File: config.mk
export PLATFORM = sky130hd
export DESIGN_NAME = port_averager
export DESIGN_NICKNAME = d
export VERILOG_FILES = /design/src/rtl/avg_pkg.sv /design/src/rtl/avg_restoring_divider.sv /design/src/rtl/port_averager.sv
export SDC_FILE = /design/constraint.sdc
export NUM_CORES = 1
export LEC_CHECK = 0
export BUFFER_PORTS_ARGS = -buffer_cell sky130_fd_sc_hd__buf_2
export CAP_MARGIN = 20
export CORE_AREA = 2 2 77 109
export DETAILED_ROUTE_END_ITERATION = 7
export DIE_AREA = 0 0 79 111
export GPL_TIMING_DRIVEN = 0
export HOLD_SLACK_MARGIN = 0.03
export MAX_ROUTING_LAYER = met4
export SLEW_MARGIN = 20
export SYNTH_ARGS = -nofsm -noshare
export SYNTH_HDL_FRONTEND = slang
export SYNTH_SLANG_ARGS = --single-unit
File: constraint.sdc
create_clock -name clk -period 2.9 [get_ports clk]
set_input_delay 0.87 -clock clk [delete_from_list [all_inputs] [get_ports clk]]
set_output_delay 0.87 -clock clk [all_outputs]
set_load 0.1 [all_outputs]
File: src/rtl/avg_pkg.sv
// rtl/avg_pkg.sv - shared types and helpers for the port averager
package avg_pkg;

  typedef enum logic [1:0] {IDLE, LOAD, DIVIDE, DONE} avg_state_t;

  function automatic int avg_clog2(input int value);
    int r;
    int v;
    r = 0;
    v = value - 1;
    while (v > 0) begin
      r = r + 1;
      v = v >> 1;
    end
    return r;
  endfunction

endpackage

File: src/rtl/avg_restoring_divider.sv
// rtl/avg_restoring_divider.sv - iterative restoring divider, one quotient bit per cycle
module avg_restoring_divider
  import avg_pkg::*;
#(
  parameter int ACC_W = 12,
  parameter int CNT_W = 4,
  parameter int Q_W   = 8
) (
  input  logic             clk,
  input  logic             reset,
  input  logic             load,
  input  logic [ACC_W-1:0] dividend,
  input  logic [CNT_W-1:0] divisor,
  output logic [Q_W-1:0]   quotient,
  output logic             valid
);

  localparam int ITER_W = avg_clog2(ACC_W + 1);

  logic [ACC_W-1:0]  quo_r;
  logic [CNT_W-1:0]  rem_r;
  logic [CNT_W-1:0]  dsr_r;
  logic [ITER_W-1:0] iter_r;

  logic [CNT_W:0]    trial;
  logic [CNT_W:0]    diff;
  logic              ge;
  logic [CNT_W-1:0]  rem_next;
  logic [ACC_W-1:0]  quo_next;

  // The remainder never reaches the divisor, so CNT_W bits hold it and the
  // shifted trial value fits in CNT_W+1 bits.
  always_comb begin
    trial    = {rem_r, quo_r[ACC_W-1]};
    diff     = trial - {1'b0, dsr_r};
    ge       = (trial >= {1'b0, dsr_r});
    rem_next = ge ? diff[CNT_W-1:0] : trial[CNT_W-1:0];
    quo_next = {quo_r[ACC_W-2:0], ge};
  end

  // quotient/valid describe the bit being retired this cycle, so the final
  // result is available in the same cycle as the last iteration.
  assign quotient = quo_next[Q_W-1:0];
  assign valid    = (iter_r == ITER_W'(1));

  always_ff @(posedge clk) begin
    if (!reset) begin
      quo_r  <= '0;
      rem_r  <= '0;
      dsr_r  <= '0;
      iter_r <= '0;
    end else if (load) begin
      quo_r  <= dividend;
      rem_r  <= '0;
      dsr_r  <= divisor;
      iter_r <= ITER_W'(ACC_W);
    end else if (iter_r != '0) begin
      quo_r  <= quo_next;
      rem_r  <= rem_next;
      iter_r <= iter_r - ITER_W'(1);
    end
  end

endmodule

File: src/rtl/port_averager.sv
// rtl/port_averager.sv - strobe-fed sample accumulator with sequential mean calculation
module port_averager
  import avg_pkg::*;
#(
  parameter int  DATA_W    = 8,
  parameter int  N_SAMPLES = 10,
  parameter int  AUTO      = 0,
  parameter int  ROUND     = 0,
  localparam int CNT_W     = avg_clog2(N_SAMPLES + 1),
  localparam int ACC_W     = DATA_W + CNT_W
) (
  input  logic              clk,
  input  logic              reset,
  input  logic [DATA_W-1:0] sample_in,
  input  logic              sample_strb,
  input  logic              start,
  input  logic              clear,
  output logic [DATA_W-1:0] avg_out,
  output logic              done,
  output logic              busy,
  output logic [CNT_W-1:0]  count,
  output logic              overflow,
  output logic              div_zero
);

  localparam logic [CNT_W-1:0] N_CNT = CNT_W'(N_SAMPLES);

  avg_state_t        state;
  logic [ACC_W-1:0]  acc;
  logic              strb_cur, strb_prev;
  logic              start_cur, start_prev;

  logic              strb_edge, start_edge;
  logic              accept;
  logic [ACC_W-1:0]  sample_ext;
  logic [ACC_W-1:0]  acc_add;
  logic [CNT_W-1:0]  count_add;
  logic [CNT_W-1:0]  count_after;
  logic [ACC_W-1:0]  round_add;
  logic              div_load;
  logic [ACC_W-1:0]  div_dividend;
  logic [DATA_W-1:0] div_q;
  logic              div_valid;

  always_comb begin
    strb_edge    = strb_cur & ~strb_prev;
    start_edge   = start_cur & ~start_prev;
    accept       = strb_edge && (count < N_CNT);
    sample_ext   = {{CNT_W{1'b0}}, sample_in};
    acc_add      = acc + sample_ext;
    count_add    = count + CNT_W'(1);
    // Window occupancy after this cycle's sample, used for auto-start.
    count_after  = clear ? '0 : (accept ? count_add : count);
    round_add    = (ROUND != 0) ? {{DATA_W{1'b0}}, (count >> 1)} : '0;
    div_load     = (state == LOAD) && (count != '0);
    div_dividend = acc + round_add;
  end

  avg_restoring_divider #(
    .ACC_W(ACC_W),
    .CNT_W(CNT_W),
    .Q_W  (DATA_W)
  ) u_div (
    .clk     (clk),
    .reset   (reset),
    .load    (div_load),
    .dividend(div_dividend),
    .divisor (count),
    .quotient(div_q),
    .valid   (div_valid)
  );

  always_ff @(posedge clk) begin
    if (!reset) begin
      state      <= IDLE;
      acc        <= '0;
      count      <= '0;
      avg_out    <= '0;
      done       <= 1'b0;
      busy       <= 1'b0;
      overflow   <= 1'b0;
      div_zero   <= 1'b0;
      strb_cur   <= 1'b0;
      strb_prev  <= 1'b0;
      start_cur  <= 1'b0;
      start_prev <= 1'b0;
    end else begin
      strb_cur   <= sample_strb;
      strb_prev  <= strb_cur;
      start_cur  <= start;
      start_prev <= start_cur;
      done       <= 1'b0;

      // Window update; LOAD hands the old window to the divider and reopens
      // an empty one that may already take this cycle's sample.
      if (clear) begin
        acc      <= '0;
        count    <= '0;
        overflow <= 1'b0;
        div_zero <= 1'b0;
      end else if (state == LOAD) begin
        acc   <= strb_edge ? sample_ext : '0;
        count <= strb_edge ? CNT_W'(1) : '0;
      end else if (accept) begin
        acc   <= acc_add;
        count <= count_add;
      end else if (strb_edge) begin
        overflow <= 1'b1;
      end

      case (state)
        IDLE: begin
          if (start_edge || ((AUTO != 0) && (count_after == N_CNT))) begin
            state <= LOAD;
            busy  <= 1'b1;
          end
        end
        LOAD: begin
          if (count == '0) begin
            state   <= DONE;
            avg_out <= '0;
            done    <= 1'b1;
            if (!clear) div_zero <= 1'b1;
          end else begin
            state <= DIVIDE;
          end
        end
        DIVIDE: begin
          if (div_valid) begin
            state   <= DONE;
            avg_out <= div_q;
            done    <= 1'b1;
          end
        end
        DONE: begin
          state <= IDLE;
          busy  <= 1'b0;
        end
        default: state <= IDLE;
      endcase
    end
  end

endmodule
# --- Word level (Yosys, flattened, before mapping) ---
# Index checks and enable logic that the tools add are counted.
totals:
  reg_bits: 58
  latch_bits: 0
  ram_bits: 0
  mem_bits_ro: 0
  mem_count: 0
op_classes:
  n_addsub: 4
  mul: 0
  div_mod_pow: 0
  order_cmp: 2
  n_eq_ne: 7
  n_shift: 0
  muxes: 27
  n_bitwise: 7
  reduce_logical: 16
ops:
  columns: ["operator", "n"]
  rows:
  - ["12-bit two-way mux", 4]
  - ["8-bit two-way mux", 3]
  - ["4-bit two-way mux", 5]
  - ["8-bit one-hot mux with 2 select lines", 1]
  - ["12-bit by 8-bit adder with 12-bit output", 1]
  - ["1-bit two-way mux", 9]
  - ["2-bit one-hot mux with 4 select lines", 1]
  - ["2-bit nonzero test", 4]
  - ["4-bit nonzero test", 2]
  - ["3-bit AND reduction", 2]
  - ["5-bit by 4-bit >= comparator with 1-bit output", 1]
  - ["1-bit NOT", 5]
  - ["4-bit by 1-bit adder with 4-bit output (second input constant)", 1]
  - ["2-bit == test (second input constant)", 2]
  - ["4-bit by 1-bit == test with 1-bit output (second input constant)", 1]
  - ["4-bit zero test", 1]
  - ["4-bit < comparator (second input constant)", 1]
  - ["2-bit two-way mux", 2]
  - ["2-bit != test (second input constant)", 2]
  - ["1-bit one-hot mux with 2 select lines", 2]
  - ["2-bit AND reduction", 2]
  - ["2-bit OR reduction", 2]
  - ["4-bit by 1-bit subtractor with 4-bit output (second input constant)", 1]
  - ["4-bit subtractor", 1]
  - ["5 further kinds", 7]

# --- Depth between registers and ports, before layout ---
# Gate-level depths: netlist (run 1).
depth:
  word_depth: 5
  mapped_depth: 9
  mapped_depth_nobuf: 8

# --- Cells and area by module ---
# From an unflattened synthesis (run 1), not the netlist that was laid out.
hier_totals:
  hier_cells: 374
  hier_area_um2: 3241.9
modules_own_cells:
  columns: ["module", "instances", "cells_per_inst", "area_per_inst_um2", "seq_area_each_um2"]
  rows:
  - ["port_averager", 1, 220, 1885.6, 680.7]
  - ["avg_restoring_divider", 1, 154, 1356.3, 480.5]

# --- Worst setup path before layout (run 1) ---
# Ideal clock, no wire load.
synth_path:
  kind: "register to register"
  startpoint: "register count[0]"
  endpoint: "register avg_out[5]"
  arrival_time_ns: 2.440
  t_required_ns: 2.829
  path_slack_ns: 0.389
  path_stages_with_launch: 10
  n_path_buf: 2
  period_less_slack_ns: 2.511
  path_cell_list: "dfxtp_1 inv_1 ha_1 nor3b_2 nand2b_1 buf_4 a21boi_2 buf_4 nand2b_1 a21oi_1"
synth_between:
  elab_chain_len: 3
synth_rtl:
  columns: ["item", "line", "source"]
  rows:
  - ["start, declared", "port_averager.sv:21", "output logic [CNT_W-1:0] count,"]
  - ["start signal, assigned", "port_averager.sv:103", "count <= strb_edge ? CNT_W'(1) : '0;"]
  - ["start signal, assigned", "port_averager.sv:106", "count <= count_add;"]
  - ["4-bit zero test", "port_averager.sv:119", "if (count == '0) begin"]
  - ["2-bit by 1-bit != test with 1-bit output (no source line)", null, null]
  - ["3-bit AND reduction (no source line)", null, null]
  - ["end signal, assigned", "port_averager.sv:131", "avg_out <= div_q;"]
  - ["end, declared", "port_averager.sv:18", "output logic [DATA_W-1:0] avg_out,"]
# Every way passes these cells.
# A chain may end at the register's enable or synchronous reset.

# --- Final worst setup path (run 1) ---
layout_path:
  startpoint: "input sample_in[0]"
  endpoint: "register acc[6]"
layout_between:
  elab_chain_len: 3
layout_rtl:
  columns: ["item", "line", "source"]
  rows:
  - ["start, declared", "port_averager.sv:14", "input logic [DATA_W-1:0] sample_in,"]
  - ["12-bit by 8-bit adder with 12-bit output", "port_averager.sv:50", "acc_add = acc + sample_ext;"]
  - ["12-bit two-way mux", "port_averager.sv:104", "end else if (accept) begin"]
  - ["12-bit two-way mux", "port_averager.sv:101", "end else if (state == LOAD) begin"]
  - ["end signal, assigned", "port_averager.sv:102", "acc <= strb_edge ? sample_ext : '0;"]
  - ["end, declared", "port_averager.sv:29", "logic [ACC_W-1:0] acc;"]
# Every way passes these cells. The select of a mux whose other input is x is not followed.

==> flow_summary.ini, run 1 <==
[floorplanning]
coreArea_um2 = 7905
row_count = 39
die_x_um = 79
ios = 29
die_area_um2 = 8769
die_h_um = 111
start_util_pct = 38.56

[cts]
cts-root-buf = clkbuf_16
cts_hold_buffers = 0
clkSinkCount = 58
cts_tree = yes
clockBufferDepth = 2
cts_resized = 0
clk_latency_ns = 0.33
cts_setup_buffers = 0
htreeDepth = 3
numCtsBuffers = 9
clk_pin_slew_ns = 0.05

[critical_path]
path_class = input pin to flip-flop
cp.arrival_ns = 2.76
cp_cell_sequence = buf_2 > ha_1 > inv_1 > fa_1 > nand2b_1 > a21oi_1 > mux2i_1 > a221oi_1 > a211oi_1
cpPeakStageDelay_ns = 0.40
cp.buffers_inverters = 2
startpoint_type = input pin
cp_max_fo = 4
end_kind = flip-flop
crit_slowest_cell = fa_1
required_ns = 3.10
cpLargestDelayFamily = compound AO/OA/AOI/OAI gates

[detailed_routing]
vias = 2659
wl_mm = 7.211
first_iter_violations = 125
ant_nets = 0
routed_via_density = 5.214
drt-pass1-iter-count = 4
drc = 0
wl_per_cell_um = 14.14

[layout]
finalNonFillerCells = 510
layout_commonest_cell = dfxtp_1
area_growth_pct = 19.29
antennaDiodeCount = 0
design_area_um2 = 3636
drive_gt1_share_pct = 13.48
most-common-layout-cells = dfxtp_1 (58), nor2_1 (47), nand2_1 (39)
final_nets = 439
final_util_pct = 46.00

[sta]
skew_ns = 0.006010
setup_tns_ns = 0
hold_viol_final = 0
fin_crit_ns = 2.563
fmax_mhz = 390.2
slew_viol_final = 0
worst_hold_slack_ns = 0.4603
setup_viol = 0
slew_headroom_pct = 63.64
rsz0062_at_grt = false
tightestPinTransition_ns = 0.5454
finalCritPeriodShare_pct = 88.38
setup_ws_ns = 0.3371

[yosys]
synth_edf_count = 0
synth_cell_type_count = 50
yosysSeqAreaShare_pct = 38.10
synth_flop_cell = dfxtp_1
synth-seq-cells = 58
netlist_area_um2 = 3048
synth_nets = 400
ys_warn_count = 0
synth-async-reset-ratio_pct = 0
netlist_instances = 364
avgSynthCellArea_um2 = 8.373

[global_route]
grt_overflow = 0
grt_pass1_wl_mm = 12.47
grt_usage_pct = 18.63
antenna_found_initial = 0
grt_max_degree = 11
grt_pass1_vias = 2630

[placed_design]
dp_hpwl_mm = 5.462
dp_cells = 494
gp_congestion = 0.8853
numPortBuffers = 28
placed_cell_area_um2 = 3316
pre_cts_ws_ns = 0.03165

[power]
power.density_nw_per_um2 = 894.9
vdd_drop_max_mv = 0.4248
p_total_mw = 3.254
leakagePower_nw = 1.466

[status]
outcome = finished clean

[worst_hold_path]
hp-class = flip-flop to flip-flop

[flow_run]
drv_cap = 0
-- state kept, by name (all words and copies together) (netlist names), 2 cells and up --
register	flops
u_div.quo_r	12
state	2
count	4
acc	12
u_div.rem_r	4
u_div.iter_r	4
avg_out	8
u_div.dsr_r	4
-- worst paths after layout --
| kind | slack [ns] | end | depth (start not counted) | startpoint |
|---|---|---|---|---|
| setup / recovery | 0.34 | acc[6] | 9 | sample_in[0] |
| hold reg to reg | 0.46 | start_prev | 1 | start_cur |
| hold / removal | 0.46 | start_prev | 1 | start_cur |
| setup reg to reg | 0.59 | acc[6] | 8 | acc[0] |
-- Yosys cell counts (2+ instances only) --
master / number / area share [%]
a221oi_1: 2 / 0.57
a21oi_1: 28 / 4.6
o21ai_1: 2 / 0.33
a21boi_1: 3 / 0.74
nor2_1: 47 / 5.8
a22oi_1: 3 / 0.74
a211o_1: 2 / 0.57
or3_1: 3 / 0.62
o2111ai_1: 2 / 0.57
nor2b_1: 4 / 0.82
inv_1: 16 / 2.0
and2_1: 7 / 1.4
nand2_1: 39 / 4.8
buf_4: 2 / 0.49
nor3_1: 4 / 0.66
or4_1: 2 / 0.49
a211oi_1: 13 / 3.2
buf_2: 5 / 0.82
a21o_1: 3 / 0.74
o21ai_0: 11 / 1.8
nand2b_1: 16 / 3.3
fa_1: 2 / 1.3
mux2i_1: 4 / 1.3
clkbuf_1: 11 / 1.4
ha_1: 21 / 8.6
nand3_1: 9 / 1.5
xor2_1: 7 / 2.0
o211ai_1: 2 / 0.49
o21a_1: 2 / 0.49
a311oi_1: 11 / 3.2
dfxtp_1: 58 / 38
nor4_1: 2 / 0.41
xnor2_1: 4 / 1.1
-- per-layer routing --
metal  GRT usage, %  wire, um  up-vias
met3          4.072       191       10
met4          8.046       127        0
met2          31.58      3794       42
li1               -         -     1368
met5              -         0        -
met1          20.76      3098     1239
-- area by class of cell --
class                      instances  area [um2]
buffer                            18       81.33
clock buffer                      11       242.7
clock inverter                     5       77.57
fill                             798        4269
inverter                          16       60.06
multi-input combinational        272        1745
sequential                        58        1161
tap                              102       127.6
timing repair buffer              28       140.1
-- power by group --
group | internal (mW) | switching [mW]
clock network | 0.771 | 0.358
registers | 0.911 | 0.0951
logic | 0.414 | 0.705
total | 2.10 | 1.16
-- kinds of logic after synthesis --
group,synth area share (%)
AOI/OAI and AO/OA,20.03
adders and majority gates,9.934
muxes,1.314
xor gates and xnor gates,3.161
and+or+nand+nor,22.82
DFF,38.10
buffers and inverters,4.639
Power figures use the tool's default switching activity.
==> inputs of run 2 (changes only) <==
==> constraint.sdc (replaced) <==
create_clock -name clk -period 2.9 [get_ports clk]
set_input_delay 0.145 -clock clk [delete_from_list [all_inputs] [get_ports clk]]
set_output_delay 0.145 -clock clk [all_outputs]
set_load 0.1 [all_outputs]
==> flow_summary.ini, run 2 (same netlist as run 1, synthesis figures left out) <==
[global_route]
grt_usage_pct = 18.78
grt_pass1_vias = 2648
grt_pass1_wl_mm = 12.58
grt_max_degree = 11
grt_overflow = 0
antenna_found_initial = 0

[cts]
clkSinkCount = 58
numCtsBuffers = 9
htreeDepth = 3
cts_tree = yes
clk_pin_slew_ns = 0.05
clk_latency_ns = 0.33
clockBufferDepth = 2
cts_setup_buffers = 0
cts-root-buf = clkbuf_16

[power]
comb_power_share_pct = 34.4
p_total_mw = 3.260
power.density_nw_per_um2 = 891.7
internal-power_mw = 2.098
vdd_drop_max_mv = 0.4266
switching_power_mw = 1.162
power.share.clock_pct = 34.7
netSwitchingFraction_pct = 35.65
leakagePower_nw = 1.474
power_frac_seq_pct = 30.9

[floorplanning]
die_x_um = 79
die_area_um2 = 8769
row_count = 39
die_h_um = 111
coreArea_um2 = 7905
start_util_pct = 38.56
ios = 29

[sta]
slew_headroom_pct = 62.37
finalCritPeriodShare_pct = 79.50
fmax_mhz = 433.7
slew_viol_final = 0
rsz0062_at_grt = false
hold_viol_final = 0
setup_viol = 0
skew_ns = 0.004820
fin_crit_ns = 2.305
worst_hold_slack_ns = 0.1517
setup_tns_ns = 0
tightestPinTransition_ns = 0.5645
setup_ws_ns = 0.5945

[layout]
area_growth_pct = 19.95
final_nets = 441
antennaDiodeCount = 0
multi_input_comb_area_um2 = 1745
regArea_um2 = 1161
fillers = 796
top_regs = acc x12, u_div.quo_r x12, avg_out x8
layout_commonest_cell = dfxtp_1
most-common-layout-cells = dfxtp_1 (58), nor2_1 (47), nand2_1 (39)
drive_gt1_share_pct = 13.41

[critical_path]
cpPeakStageDelay_ns = 0.40
rrSetupSlack_ns = 0.59
cp_max_fo = 4
reg2reg_to = acc[6]
startpoint_type = flip-flop
cp.buffers_inverters = 1
required_ns = 3.10
cp_cell_sequence = ha_1 > inv_1 > fa_1 > nand2b_1 > a21oi_1 > mux2i_1 > a221oi_1 > a211oi_1
end_kind = flip-flop
worst-r2r-cell-count = 8
path_class = flip-flop to flip-flop
cpLargestDelayFamily = compound AO/OA/AOI/OAI gates
r2r_start = acc[0]
cp.arrival_ns = 2.50
crit_slowest_cell = fa_1

[placed_design]
gp_congestion = 0.8853
numPortBuffers = 28
dp_hpwl_mm = 5.462
pre_cts_ws_ns = 0.6295

[worst_hold_path]
hp-start = reset
hold_depth = 3
hp-class = input pin to flip-flop
whs_endpoint = avg_out[0]

[detailed_routing]
ant_nets = 0
drc = 0
routed_via_density = 5.203
drt-pass1-iter-count = 4
wl_mm = 7.263
first_iter_violations = 182
vias = 2664
wl_per_cell_um = 14.19

[status]
outcome = finished clean

[flow_run]
drv_cap = 0
==> run 2: how the worst max path moves through the flow <==
stage	startpoint	endpoint	slack, ns	depth (start not counted)
2_1_floorplan	count[0]	avg_out[5]	0.39	9
3_3_place_gp	acc[0]	acc[6]	0.60	8
3_5_place_dp	acc[0]	acc[6]	0.63	8
4_1_cts	acc[0]	acc[6]	0.61	8
5_1_grt	acc[0]	acc[6]	0.43	8
6_report	acc[0]	acc[6]	0.59	8
==> run 2: final cells by class <==
| type | instances | share of cell area [%] |
|---|---|---|
| sequential | 58 | 31.76 |
| tap | 102 | 3.491 |
| buffer | 18 | 2.225 |
| clock inverter | 5 | 2.122 |
| multi-input combinational | 272 | 47.74 |
| clock buffer | 11 | 6.639 |
| inverter | 16 | 1.643 |
| timing repair buffer | 30 | 4.381 |
==> run 2: stage by stage <==
stage | util, % | cell area [um2] | instances
floorplan | - | 3048 | 364
global placement | 41.94 | 3316 | 494
detailed placement | 41.94 | 3316 | 494
CTS | 46.25 | 3656 | 512
global route | 46.25 | 3656 | 512
finish | 46.25 | 3656 | 512
==> run 2: tightest hold or removal path, cell delays in order <==
cell	delay (ns)
buf_2	0.15
nand2_1	0.07
o21ai_0	0.06
==> run 2: power groups by stage <==
stage	logic [mW]	registers (mW)	clock network, mW
3_3_place_gp	1.11	1.02	0
3_5_place_dp	1.12	1.02	0
6_report	1.12	1.01	1.13
5_1_grt	1.26	1.02	1.18
4_1_cts	1.13	1.01	1.15
2_1_floorplan	0.809	1.07	0
==> run 2: layer usage <==
layer  track usage, %  vias to the layer above  part of all wire [%]
met1            20.91                     1244                    43
met2            31.92                       39                    52
met3            4.072                       11                   2.9
li1                 -                     1370                     -
met5                -                        -                     0
met4            8.046                        0                   2.0
==> run 2: repair_timing <==
action | CTS | global route
gates resized for setup | 0 | 0
endpoints found under the hold margin | 2 | 0
hold buffers | 2 | 0
==> inputs of run 3 (changes only) <==
Clock period 2.9 ns to 2.3 ns, I/O delays scaled along.
==> flow_summary.ini, run 3 (same netlist as run 1, synthesis figures left out) <==
[sta]
slew_headroom_pct = 62.30
tightestPinTransition_ns = 0.5656
fin_crit_ns = 2.185
setup_viol = 0
fmax_mhz = 457.7
hold_viol_final = 0
finalCritPeriodShare_pct = 94.99
slew_viol_final = 0
skew_ns = 0.006609

[detailed_routing]
wl_per_cell_um = 14.22
first_iter_violations = 138
ant_nets = 0
drt-pass1-iter-count = 4
routed_via_density = 5.143
wl_mm = 7.282
drc = 0
vias = 2633

[critical_path]
worst-r2r-cell-count = 8
rrSetupSlack_ns = 0.12
reg2reg_to = acc[6]
required_ns = 2.55
startpoint_type = flip-flop
cp_max_fo = 4
cp.arrival_ns = 2.43
r2r_start = acc[0]
path_class = flip-flop to flip-flop
end_kind = flip-flop

[worst_hold_path]
hp-class = input pin to flip-flop
whs_endpoint = acc[0]
hp-start = sample_in[0]
hold_depth = 3

[global_route]
grt_max_degree = 11
grt_pass1_vias = 2490
grt_overflow = 0
antenna_found_initial = 0
grt_usage_pct = 18.33
grt_pass1_wl_mm = 12.18

[power]
p_total_mw = 3.984
leakagePower_nw = 1.463
power.density_nw_per_um2 = 1094
vdd_drop_max_mv = 0.4367

[layout]
top_regs = acc x12, u_div.quo_r x12, avg_out x8
final_nets = 441
layout_commonest_cell = dfxtp_1
most-common-layout-cells = dfxtp_1 (56), nor2_1 (47), nand2_1 (39)
antennaDiodeCount = 0
drive_gt1_share_pct = 13.90
finalNonFillerCells = 512
fillers = 806
area_growth_pct = 19.46

[cts]
clk_latency_ns = 0.33
htreeDepth = 3
cts_tree = yes
numCtsBuffers = 9
clkSinkCount = 58
cts-root-buf = clkbuf_16
clk_pin_slew_ns = 0.05
cts_setup_buffers = 0
clockBufferDepth = 2

[floorplanning]
die_area_um2 = 8769
die_h_um = 111
ios = 29
row_count = 39
start_util_pct = 38.56
die_x_um = 79
coreArea_um2 = 7905

[placed_design]
dp_hpwl_mm = 5.464
gp_congestion = 0.8765
numPortBuffers = 28
dp_cells = 494

[status]
outcome = finished clean

[flow_run]
drv_cap = 0
==> run 3: cell count changes in the layout (fill, tap and decap cells not counted), sizes merged <==
cell      before  now
bufinv         2    1
clkbuf        22   24
clkinvlp       1    0
==> run 3: where the power goes <==
group	internal [mW]	switching, mW	leakage, nW	total (mW)
combinational	0.530	0.913	0.853	1.44
clock	0.834	0.434	0.138	1.27
sequential	1.15	0.124	0.473	1.27
total	2.51	1.47	1.46	3.98
==> run 3: what timing repair did <==
action	in CTS	in global routing
hold buffers	2	0
endpoints found under the hold margin	2	0
setup endpoints to repair	1	2
gates resized for setup	1	3
==> run 3: final cells by class <==
cell class              instances  area (um2)  area share (%)
multi-input cells             272        1768           48.56
flip-flops and latches         58        1164           31.96
clock buffers                  13       240.2           6.598
repair buffers                 30       160.2           4.399
well taps                     102       127.6           3.505
plain buffers                  18       81.33           2.234
inverters                      16       60.06           1.649
clock inverters                 3       40.04           1.100
==> run 3: layer usage <==
layer	wire, um	track usage, %
met5	0	-
met1	3159	21.46
met2	3722	29.83
met4	156	7.931
met3	243	4.153
==> run 3: worst max path at each step <==
stage / start / end / slack (ns) / cells past startpoint
after floorplan: count[0] / avg_out[5] / 0.15 / 9
after global placement: acc[0] / acc[6] / -0.01 / 8
after detailed placement: acc[0] / acc[6] / -0.02 / 8
after CTS: acc[0] / acc[6] / 0.08 / 8
after global routing: acc[0] / acc[6] / -0.03 / 8
final: acc[0] / acc[6] / 0.12 / 8
==> run 3: worst max-delay path: stages, from the launching register on <==
cell and delay [ns]:
dfxtp_1 0.37, ha_1 0.23, inv_1 0.07, fa_1 0.41, nand2b_1 0.22, a21oi_4 0.20, mux2i_1 0.29, a221oi_2 0.10
a211oi_1 0.22
==> run 3: metrics by stage <==
stage / worst slack, ns / hold slack (ns) / instance area [um2] / setup TNS (ns) / util (%)
global route: -0.02802 / 0.1421 / 3641 / -0.02802 / 46.06
floorplan: 0.1547 / 0.2423 / 3050 / 0 / -
CTS: 0.07925 / 0.1082 / 3622 / 0 / 45.82
finish: 0.1152 / 0.1196 / 3641 / 0 / 46.06
detailed placement: -0.02215 / 0.3247 / 3318 / -0.02215 / 41.98
global placement: -0.01343 / 0.3206 / 3318 / -0.01343 / 41.98
